### src/rtl/otter_mem_arbiter_if.sv
// Burst bus between the OTTER I/D cache engines, the memory arbiter and main memory.
// slave = the arbiter's view; master = the caches and memory that surround it.
interface otter_mem_arbiter_if #(
   parameter int WORDS_PER_LINE = 8
);
   localparam int BEAT_W = $clog2(WORDS_PER_LINE);

   logic              ic_req;
   logic [31:0]       ic_addr;
   logic              ic_rvalid;
   logic              ic_done;
   logic              dc_req;
   logic              dc_we;
   logic [31:0]       dc_addr;
   logic [31:0]       dc_wdata;
   logic              dc_rvalid;
   logic              dc_wready;
   logic              dc_done;
   logic [BEAT_W-1:0] beat_idx;
   logic [31:0]       rdata;
   logic              mem_req;
   logic              mem_we;
   logic [31:0]       mem_addr;
   logic [31:0]       mem_wdata;
   logic [31:0]       mem_rdata;
   logic              mem_ack;

   // Handshake: a cache holds req until its done pulse; a memory beat completes in
   // the cycle mem_req & mem_ack, and mem_req/mem_we/mem_addr are stable until then.
   modport slave (
      input  ic_req, ic_addr, dc_req, dc_we, dc_addr, dc_wdata, mem_rdata, mem_ack,
      output ic_rvalid, ic_done, dc_rvalid, dc_wready, dc_done, beat_idx, rdata,
             mem_req, mem_we, mem_addr, mem_wdata
   );

   modport master (
      output ic_req, ic_addr, dc_req, dc_we, dc_addr, dc_wdata, mem_rdata, mem_ack,
      input  ic_rvalid, ic_done, dc_rvalid, dc_wready, dc_done, beat_idx, rdata,
             mem_req, mem_we, mem_addr, mem_wdata
   );
endinterface

### src/rtl/otter_mem_arbiter.sv
// Round-robin arbiter sharing one memory port between I-cache and D-cache line bursts.
// Sequences the beats of a granted burst and steers the memory strobes to its owner.
module otter_mem_arbiter #(
   parameter int WORDS_PER_LINE = 8
) (
   input  logic                  CLK,
   input  logic                  RST,
   otter_mem_arbiter_if.slave    bus,
   output logic [1:0]            dbg_state
);
   localparam int BEAT_W = $clog2(WORDS_PER_LINE);
   localparam logic [BEAT_W-1:0] LAST_BEAT = BEAT_W'(WORDS_PER_LINE - 1);

   typedef enum logic [1:0] {
      IDLE    = 2'd0,
      BURST_I = 2'd1,
      BURST_D = 2'd2
   } state_t;

   state_t               state;
   logic [BEAT_W-1:0]    cnt;
   logic [31-BEAT_W-2:0] base;
   logic                 we_q;
   logic                 lg;
   logic                 req_q;

   logic grant_i, grant_d, last, on, ack, in_i, in_d;
   logic unused_addr_bits;

   // lg remembers the last winner (1 = D), so a tie goes to the other requester.
   assign grant_d = bus.dc_req & (~bus.ic_req | ~lg);
   assign grant_i = bus.ic_req & (~bus.dc_req | lg);

   always_ff @(posedge CLK) begin
      if (RST) begin
         state <= IDLE;
         cnt   <= '0;
         base  <= '0;
         we_q  <= 1'b0;
         lg    <= 1'b0;
         req_q <= 1'b0;
      end else begin
         case (state)
            IDLE: begin
               cnt <= '0;
               if (grant_d) begin
                  base  <= bus.dc_addr[31:BEAT_W+2];
                  we_q  <= bus.dc_we;
                  lg    <= 1'b1;
                  req_q <= 1'b1;
                  state <= BURST_D;
               end else if (grant_i) begin
                  base  <= bus.ic_addr[31:BEAT_W+2];
                  we_q  <= 1'b0;
                  lg    <= 1'b0;
                  req_q <= 1'b1;
                  state <= BURST_I;
               end
            end
            BURST_I, BURST_D: begin
               if (bus.mem_ack) begin
                  if (cnt == LAST_BEAT) begin
                     cnt   <= '0;
                     req_q <= 1'b0;
                     state <= IDLE;
                  end else begin
                     cnt <= cnt + 1'b1;
                  end
               end
            end
            default: begin
               cnt   <= '0;
               req_q <= 1'b0;
               state <= IDLE;
            end
         endcase
      end
   end

   // Every output is forced low while RST is high, so an aborted burst never strobes.
   assign on   = ~RST;
   assign in_i = (state == BURST_I);
   assign in_d = (state == BURST_D);
   assign last = (cnt == LAST_BEAT);
   assign ack  = bus.mem_ack & on;

   assign bus.mem_req   = req_q & on;
   assign bus.mem_we    = req_q & we_q & on;
   assign bus.mem_addr  = on ? {base, cnt, 2'b00} : 32'd0;
   assign bus.beat_idx  = on ? cnt : '0;
   assign bus.mem_wdata = on ? bus.dc_wdata : 32'd0;
   assign bus.rdata     = on ? bus.mem_rdata : 32'd0;

   assign bus.ic_rvalid = ack & in_i;
   assign bus.ic_done   = ack & in_i & last;
   assign bus.dc_rvalid = ack & in_d & ~we_q;
   assign bus.dc_wready = ack & in_d & we_q;
   assign bus.dc_done   = ack & in_d & last;

   assign dbg_state = on ? state : IDLE;

   assign unused_addr_bits = ^{bus.ic_addr[BEAT_W+1:0], bus.dc_addr[BEAT_W+1:0]};
endmodule

### src/flat_wrapper.sv
// flat-port wrapper written by rule: the top's interface ports become plain ports
module otter_mem_arbiter_flat 
#(
   parameter int WORDS_PER_LINE = 8
)
  (CLK, RST, dbg_state, bus_ic_req, bus_ic_addr, bus_dc_req, bus_dc_we, bus_dc_addr, bus_dc_wdata, bus_mem_rdata, bus_mem_ack, bus_ic_rvalid, bus_ic_done, bus_dc_rvalid, bus_dc_wready, bus_dc_done, bus_beat_idx, bus_rdata, bus_mem_req, bus_mem_we, bus_mem_addr, bus_mem_wdata);
  otter_mem_arbiter_if #(.WORDS_PER_LINE(WORDS_PER_LINE)) bus_i ();
  input  logic CLK;
  input  logic RST;
  output logic [1:0] dbg_state;
  input wire logic [$bits(bus_i.ic_req)-1:0] bus_ic_req;
  input wire logic [$bits(bus_i.ic_addr)-1:0] bus_ic_addr;
  input wire logic [$bits(bus_i.dc_req)-1:0] bus_dc_req;
  input wire logic [$bits(bus_i.dc_we)-1:0] bus_dc_we;
  input wire logic [$bits(bus_i.dc_addr)-1:0] bus_dc_addr;
  input wire logic [$bits(bus_i.dc_wdata)-1:0] bus_dc_wdata;
  input wire logic [$bits(bus_i.mem_rdata)-1:0] bus_mem_rdata;
  input wire logic [$bits(bus_i.mem_ack)-1:0] bus_mem_ack;
  output wire logic [$bits(bus_i.ic_rvalid)-1:0] bus_ic_rvalid;
  output wire logic [$bits(bus_i.ic_done)-1:0] bus_ic_done;
  output wire logic [$bits(bus_i.dc_rvalid)-1:0] bus_dc_rvalid;
  output wire logic [$bits(bus_i.dc_wready)-1:0] bus_dc_wready;
  output wire logic [$bits(bus_i.dc_done)-1:0] bus_dc_done;
  output wire logic [$bits(bus_i.beat_idx)-1:0] bus_beat_idx;
  output wire logic [$bits(bus_i.rdata)-1:0] bus_rdata;
  output wire logic [$bits(bus_i.mem_req)-1:0] bus_mem_req;
  output wire logic [$bits(bus_i.mem_we)-1:0] bus_mem_we;
  output wire logic [$bits(bus_i.mem_addr)-1:0] bus_mem_addr;
  output wire logic [$bits(bus_i.mem_wdata)-1:0] bus_mem_wdata;
  assign bus_i.ic_req = bus_ic_req;
  assign bus_i.ic_addr = bus_ic_addr;
  assign bus_i.dc_req = bus_dc_req;
  assign bus_i.dc_we = bus_dc_we;
  assign bus_i.dc_addr = bus_dc_addr;
  assign bus_i.dc_wdata = bus_dc_wdata;
  assign bus_i.mem_rdata = bus_mem_rdata;
  assign bus_i.mem_ack = bus_mem_ack;
  assign bus_ic_rvalid = bus_i.ic_rvalid;
  assign bus_ic_done = bus_i.ic_done;
  assign bus_dc_rvalid = bus_i.dc_rvalid;
  assign bus_dc_wready = bus_i.dc_wready;
  assign bus_dc_done = bus_i.dc_done;
  assign bus_beat_idx = bus_i.beat_idx;
  assign bus_rdata = bus_i.rdata;
  assign bus_mem_req = bus_i.mem_req;
  assign bus_mem_we = bus_i.mem_we;
  assign bus_mem_addr = bus_i.mem_addr;
  assign bus_mem_wdata = bus_i.mem_wdata;
  otter_mem_arbiter #(.WORDS_PER_LINE(WORDS_PER_LINE)) u_core (.CLK(CLK), .RST(RST), .bus(bus_i), .dbg_state(dbg_state));
endmodule
### config.mk
export PLATFORM = sky130hd
export DESIGN_NAME = otter_mem_arbiter_flat
export DESIGN_NICKNAME = d
export VERILOG_FILES = /design/src/rtl/otter_mem_arbiter_if.sv /design/src/rtl/otter_mem_arbiter.sv /design/src/flat_wrapper.sv
export SDC_FILE = /design/constraint.sdc
export NUM_CORES = 1
export LEC_CHECK = 0
export CAP_MARGIN = 20
export CORE_AREA = 2 2 93 95
export CTS_BUF_LIST = sky130_fd_sc_hd__clkbuf_16
export CTS_CLUSTER_DIAMETER = 150
export DETAILED_ROUTE_END_ITERATION = 16
export DIE_AREA = 0 0 95 97
export MAX_ROUTING_LAYER = met4
export PLACE_DENSITY_LB_ADDON = 0.2
export SLEW_MARGIN = 20
export SYNTH_ARGS = -nofsm -noshare
export SYNTH_HDL_FRONTEND = slang
export SYNTH_SLANG_ARGS = --single-unit
### constraint.sdc
create_clock -name CLK -period 1.65 [get_ports CLK]
set_input_delay 0.2475 -clock CLK [delete_from_list [all_inputs] [get_ports CLK]]
set_output_delay 0.2475 -clock CLK [all_outputs]
set_load 0.02 [all_outputs]
==> results of run 1 <==
## worst max-delay path by stage
stage                              from               end  slack, ns  depth (start not counted)
after CTS                           RST  bus_mem_addr[30]      0.007                          4
after global placement      bus_mem_ack       bus_dc_done      -0.32                          5
after global routing      u_core.cnt[1]   u_core.state[0]    0.00003                          6
final                               RST  bus_mem_addr[31]       0.03                          4
after floorplan                     RST   bus_mem_addr[2]       0.19                          4
after detailed placement    bus_mem_ack       bus_dc_done      -0.34                          5
## cell families (layout without fill, tap and decap cells)
group,count (synthesis),after routing,synth area share
AOI/OAI and AO/OA,68,68,0.2088
other,1,2,0.001549
and+or+nand+nor,174,174,0.3840
muxes,2,2,0.008269
buffers and inverters,34,261,0.08217
DFF,35,35,0.2894
adders and majority gates,5,5,0.02584
## where the power goes
| group | leakage, nW | switching [mW] | internal, mW | total [mW] |
|---|---|---|---|---|
| clock | 0.0818 | 0.360 | 0.712 | 1.07 |
| sequential | 0.290 | 0.0623 | 0.976 | 1.04 |
| combinational | 2.08 | 0.744 | 0.808 | 1.55 |
| total | 2.46 | 1.17 | 2.50 | 3.66 |
## worst min-delay path, cell delays in order
cell and delay [ns]:
buf_4 0.16, buf_12 0.17, a21oi_1 0.05
## layout by cell type (no fill, tap or decap), drive strengths merged
cell type,Yosys,final
nor3,1,1
conb,1,2
mux2i,2,2
o21ai,3,3
nand4,1,1
a21oi,30,30
a21bo,2,2
dfxtp,35,35
nor3b,1,1
clkdlybuf4s50,0,133
ha,5,5
or2,1,1
and2,2,2
a21boi,2,2
dlygate4sd2,0,72
nand2b,2,2
clkinv,0,1
a32oi,1,1
nor2b,98,98
nand2,29,29
o41ai,1,1
clkbuf,10,6
o21a,1,1
buf,22,29
nand3b,1,1
a22oi,1,1
a211oi,27,27
inv,2,3
and3,3,3
bufinv,0,1
nor2,35,35
dlymetal6s2s,0,16
## final cells by class
cell class	count	area, sq um
Fill cell	766	3152
Timing Repair Buffer	251	2447
Multi-Input combinational cell	251	1528
Sequential cell	35	700.7
Tap cell	105	131.4
Clock buffer	5	125.1
Clock inverter	3	42.54
Inverter	2	7.507
## sequential cells by signal (all words and copies together) (netlist names)
signal	flops
u_core.req_q	1
u_core.we_q	1
u_core.state	2
u_core.cnt	3
u_core.lg	1
u_core.base	27
## routing by layer
| metal | global-route usage | up-vias | routed length (um) |
|---|---|---|---|
| met3 | 0.05140 | 15 | 873 |
| li1 | - | 1492 | - |
| met1 | 0.2215 | 1345 | 3784 |
| met5 | - | - | 0 |
| met4 | 0.06689 | 0 | 197 |
| met2 | 0.3988 | 121 | 5275 |
## timing repair
action / in CTS / in global routing
setup endpoints to repair: 78 / 19
pin swaps: 0 / 0
gates resized for setup: 92 / 20
==> results_dict.tcl, run 1 <==
set metrics [dict create \
    grt_start_max_net_pins 51 \
    cts_tree "built" \
    setup_viol 0 \
    worstPathCellList "buf_4 > buf_12 > nor2b_1 > clkdlybuf4s50_1" \
    cts_hold_buf 0 \
    hold_viol 0 \
    routed_wl_um 10130 \
    area_growth_pct 105.8 \
    clkLatencyLatePin_ns 0.28 \
    wl_per_cell_um 15.54 \
    final_area_sq_um 4982 \
    path_buf_inv 3 \
    avgSynthCellArea_sq_um 7.590 \
    yosys.area.top_type_share 0.2894 \
    min_period_ns 1.616 \
    ys.flop_type "dfxtp_1" \
    worst_path_max_delay_cell "clkdlybuf4s50_1" \
    cp_max_fo 50 \
    synth_area_leaders "dfxtp_1 29%, nor2b_1 25%, a21oi_1 6.2%, a211oi_2 5.7%, nor2_1 5.4%" \
    ant_nets 0 \
    synth_cell_types 33 \
    htreeDepth 2 \
    coreArea_sq_um 8134 \
    regToRegStartpoint "u_core.cnt[1]" \
    slew_viol_final 0 \
    fp-row-count 33 \
    clock_skew_ns 0.007592 \
    vdd_drop_max_uv 713.1 \
    port_buffers 229 \
    fmaxAchievable_mhz 619.0 \
    post-route-drc-count 0 \
    postCtsSetupBuffers 0 \
    stdcell_count 652 \
    grtUsageTotal 0.2162 \
    yosys_warnings 0 \
    p_total_mw 3.663 \
    dieArea_sq_um 9215 \
    r2r_cells 6 \
    grt_pass1_wl_um 15160 \
    dpl_worst_slack_ns -0.3448 \
    finalSetupTns_ns 0 \
    die_y_um 97 \
    drtIter0Drc 65 \
    cts_buffer_depth 2 \
    ys_seq_elements 35 \
    drive_above_1_share 0.09872 \
    run_status "finished clean" \
    start_kind "input port" \
    slowest_delay_ns 0.61 \
    die_w_um 95 \
    crit_arrival_ns 1.37 \
    via_per_inst 4.560 \
    place_inst 644 \
    worst_slack_ns 0.03442 \
    drv_cap 0 \
    reg2reg_to "u_core.state[0]" \
    min_to "u_core.state[1]" \
    dr.pass1.iters 4 \
    hold_ws_ns 0.4000 \
    grt_pass1_vias 2959 \
    synth_edf_count 0 \
    min_path_type "input port to register" \
    cts_inserted_buffers 5 \
    gp_congestion 0.8196 \
    power_density_nw_per_um2 735.2 \
    netlist_area_sq_um 2421 \
    grt-ovfl-total 0 \
    worstPathRequired_ns 1.40 \
    n_antenna_cell 0 \
    fin_nets 685 \
    worstHoldStart "RST" \
    synth_most_common_cell "nor2b_1" \
    p_leak_nw 2.456 \
    dp_hpwl_um 8131 \
    min_period_over_period 0.9791 \
    syn_inst 319 \
    r2r_slack_ns 0.17 \
    io_pins 242 \
    min_path_cells 3 \
    rsz0062_at_grt "no" \
    place_area_sq_um 4892 \
    synth_top_area_cell "dfxtp_1" \
    async_flop_share 0 \
    clock_sinks 35 \
    fin_util 0.6125 \
    critPathTopFamily "buffers and inverters" \
    antenna_found_initial 0 \
    path_class "input port to output port" \
    synthTopCellsByCount "98 x nor2b_1, 35 x dfxtp_1, 35 x nor2_1, 30 x a21oi_1, 29 x nand2_1" \
    yosysSeqAreaShare 0.2894 \
    cts-root-buf "clkbuf_16" \
    initial_utilization 0.2976 \
    cp-end-kind "output port" \
    path_clk_slew_ns 0.05 \
    via_count 2973 \
]
Note: power is estimated with default switching activity, not from simulation.
==> run 2: changes to the inputs <==
- PLACE_DENSITY_LB_ADDON: 0.2 -> 0.08
==> results_dict.tcl, run 2 (same netlist as run 1, synthesis figures left out) <==
set metrics [dict create \
    grt_pass1_vias 2938 \
    worstPathRequired_ns 1.40 \
    place_inst 656 \
    path_class "input port to output port" \
    ant_nets 0 \
    via_per_inst 4.556 \
    cts_inserted_buffers 5 \
    clkLatencyLatePin_ns 0.27 \
    dpl_worst_slack_ns -0.4277 \
    path_buf_inv 2 \
    min_path_cells 3 \
    crit_arrival_ns 1.38 \
    port_buffers 229 \
    dr_wl_met2_um 5271 \
    dr.pass1.iters 4 \
    min_period_ns 1.631 \
    fillerInstances 770 \
    grt-ovfl-total 0 \
    fin_util 0.6179 \
    top_regs "u_core.base x27, u_core.cnt x3, u_core.state x2" \
    rsz0062_at_grt "yes" \
    fp-row-count 33 \
    grt_pass1_wl_um 15130 \
    critPathTopFamily "buffers and inverters" \
    drtIter0Drc 136 \
    grtUsageTotal 0.2165 \
    vdd_drop_max_uv 526.5 \
    cts_tree "built" \
    fin_nets 697 \
    cts-root-buf "clkbuf_16" \
    die_y_um 97 \
    cp-end-kind "output port" \
    slew_viol_final 0 \
    grt_start_max_net_pins 33 \
    cts_buffer_depth 2 \
    initial_utilization 0.2976 \
    largest_register_ffs 27 \
    dieArea_sq_um 9215 \
    hold_viol 0 \
    mostFrequentLayoutCell "clkdlybuf4s50_1" \
    final_cell_mix "126 x clkdlybuf4s50_1, 97 x nor2b_1, 84 x dlygate4sd2_1" \
    reg2reg_to "u_core.base[6]" \
    die_w_um 95 \
    gp_congestion 0.8110 \
    start_kind "input port" \
    htreeDepth 2 \
    power_density_nw_per_um2 690.4 \
    wl_met1_um 3879 \
    cp_max_fo 5 \
    area_growth_pct 107.6 \
    io_pins 242 \
    max_flop_register "u_core.base" \
    postCtsSetupBuffers 0 \
    clock_sinks 35 \
    highest_layer "met4" \
    p_leak_nw 2.498 \
    stdcell_count 664 \
    min_to "u_core.we_q" \
    run_status "finished clean" \
    n_antenna_cell 0 \
    routed_wl_um 10210 \
    r2r_slack_ns 0.16 \
    worstPathCellList "clkdlybuf4s50_1 > nor2b_4 > and3_1 > clkdlybuf4s15_2" \
    slowest_delay_ns 0.51 \
    wl_per_cell_um 15.37 \
    antenna_found_initial 0 \
    regToRegStartpoint "u_core.state[1]" \
    worst_slack_ns 0.01875 \
    via_count 3025 \
    setup_viol 0 \
    post-route-drc-count 0 \
    coreArea_sq_um 8134 \
    min_path_type "input port to register" \
    min_period_over_period 0.9886 \
    worstHoldStart "RST" \
    cts_hold_buf 0 \
    path_clk_slew_ns 0.05 \
    drive_above_1_share 0.1163 \
    drv_cap 0 \
    fmaxAchievable_mhz 613.0 \
    dp_hpwl_um 8264 \
    worst_path_max_delay_cell "clkdlybuf4s50_1" \
    clock_skew_ns 0.005801 \
    r2r_cells 7 \
    wl_met3_um 919 \
]
-- run 2: cell types whose count changed in the layout (fill, tap and decap cells not counted), sizes merged --
cell / before / now
inv: 3 / 4
clkdlybuf4s50: 133 / 126
dlygate4sd2: 72 / 84
buf: 29 / 38
clkdlybuf4s15: 0 / 1
bufinv: 1 / 0
dlymetal6s2s: 16 / 13
-- run 2: metrics by stage --
step | TNS (ns) | total power [mW] | hold slack (ns) | area [sq um]
floorplan | 0 | 1.885 | 0.3885 | 2425
global placement | -4.301 | 2.665 | 0.4804 | 4947
detailed placement | -5.139 | 2.686 | 0.4856 | 4947
CTS | -0.01784 | 3.491 | 0.4492 | 4975
global route | -0.03575 | 3.684 | 0.4750 | 5026
finish | 0 | 3.470 | 0.4534 | 5026
-- run 2: repair_timing --
item / CTS / global route
resized for setup: 101 / 21
pin swaps: 0 / 1
setup endpoints to repair: 90 / 46
-- run 2: power by group --
part / internal (mW) / switching, mW / leakage [nW]
sequential: 0.977 / 0.0639 / 0.290
clock: 0.544 / 0.325 / 0.0762
combinational: 0.807 / 0.752 / 2.13
total: 2.33 / 1.14 / 2.50
-- run 2: final cells by class --
cell class                      instances  area, sq um  share of cell area
Timing Repair Buffer                  263         2491              0.4956
Clock buffer                            5        125.1             0.02489
Clock inverter                          3        12.51            0.002489
Tap cell                              105        131.4             0.02614
Sequential cell                        35        700.7              0.1394
Inverter                                2        7.507            0.001494
Multi-Input combinational cell        251         1558              0.3099
-- run 2: worst max path at each step --
stage | slack [ns] | depth (start not counted) | to | from
global route | -0.02 | 4 | bus_dc_wready | bus_mem_ack
detailed placement | -0.43 | 5 | bus_dc_rvalid | bus_mem_ack
global placement | -0.37 | 5 | bus_dc_rvalid | bus_mem_ack
floorplan | 0.19 | 4 | bus_mem_addr[2] | RST
finish | 0.02 | 4 | bus_dc_wready | bus_mem_ack
CTS | -0.009 | 5 | bus_dc_rvalid | bus_mem_ack
-- run 2: worst reg2reg max path, cell delays in order, from the launching register on --
cell and delay (ns):
dfxtp_1 0.34, inv_1 0.08, buf_4 0.12, ha_4 0.19, o21a_1 0.21, buf_4 0.20, nor2_1 0.06, a211oi_1 0.21
-- run 2: per-layer routing --
metal / vias up / track usage
met3: 10 / 0.05841
met4: 0 / 0.05128
met1: 1369 / 0.2294
met5: - / -
li1: 1516 / -
met2: 130 / 0.3933
==> run 3: changes to the inputs <==
- CAP_MARGIN: 20 -> unset
==> results of run 3 <==
Final layout, timing and power as in run 2 (identical DEF).
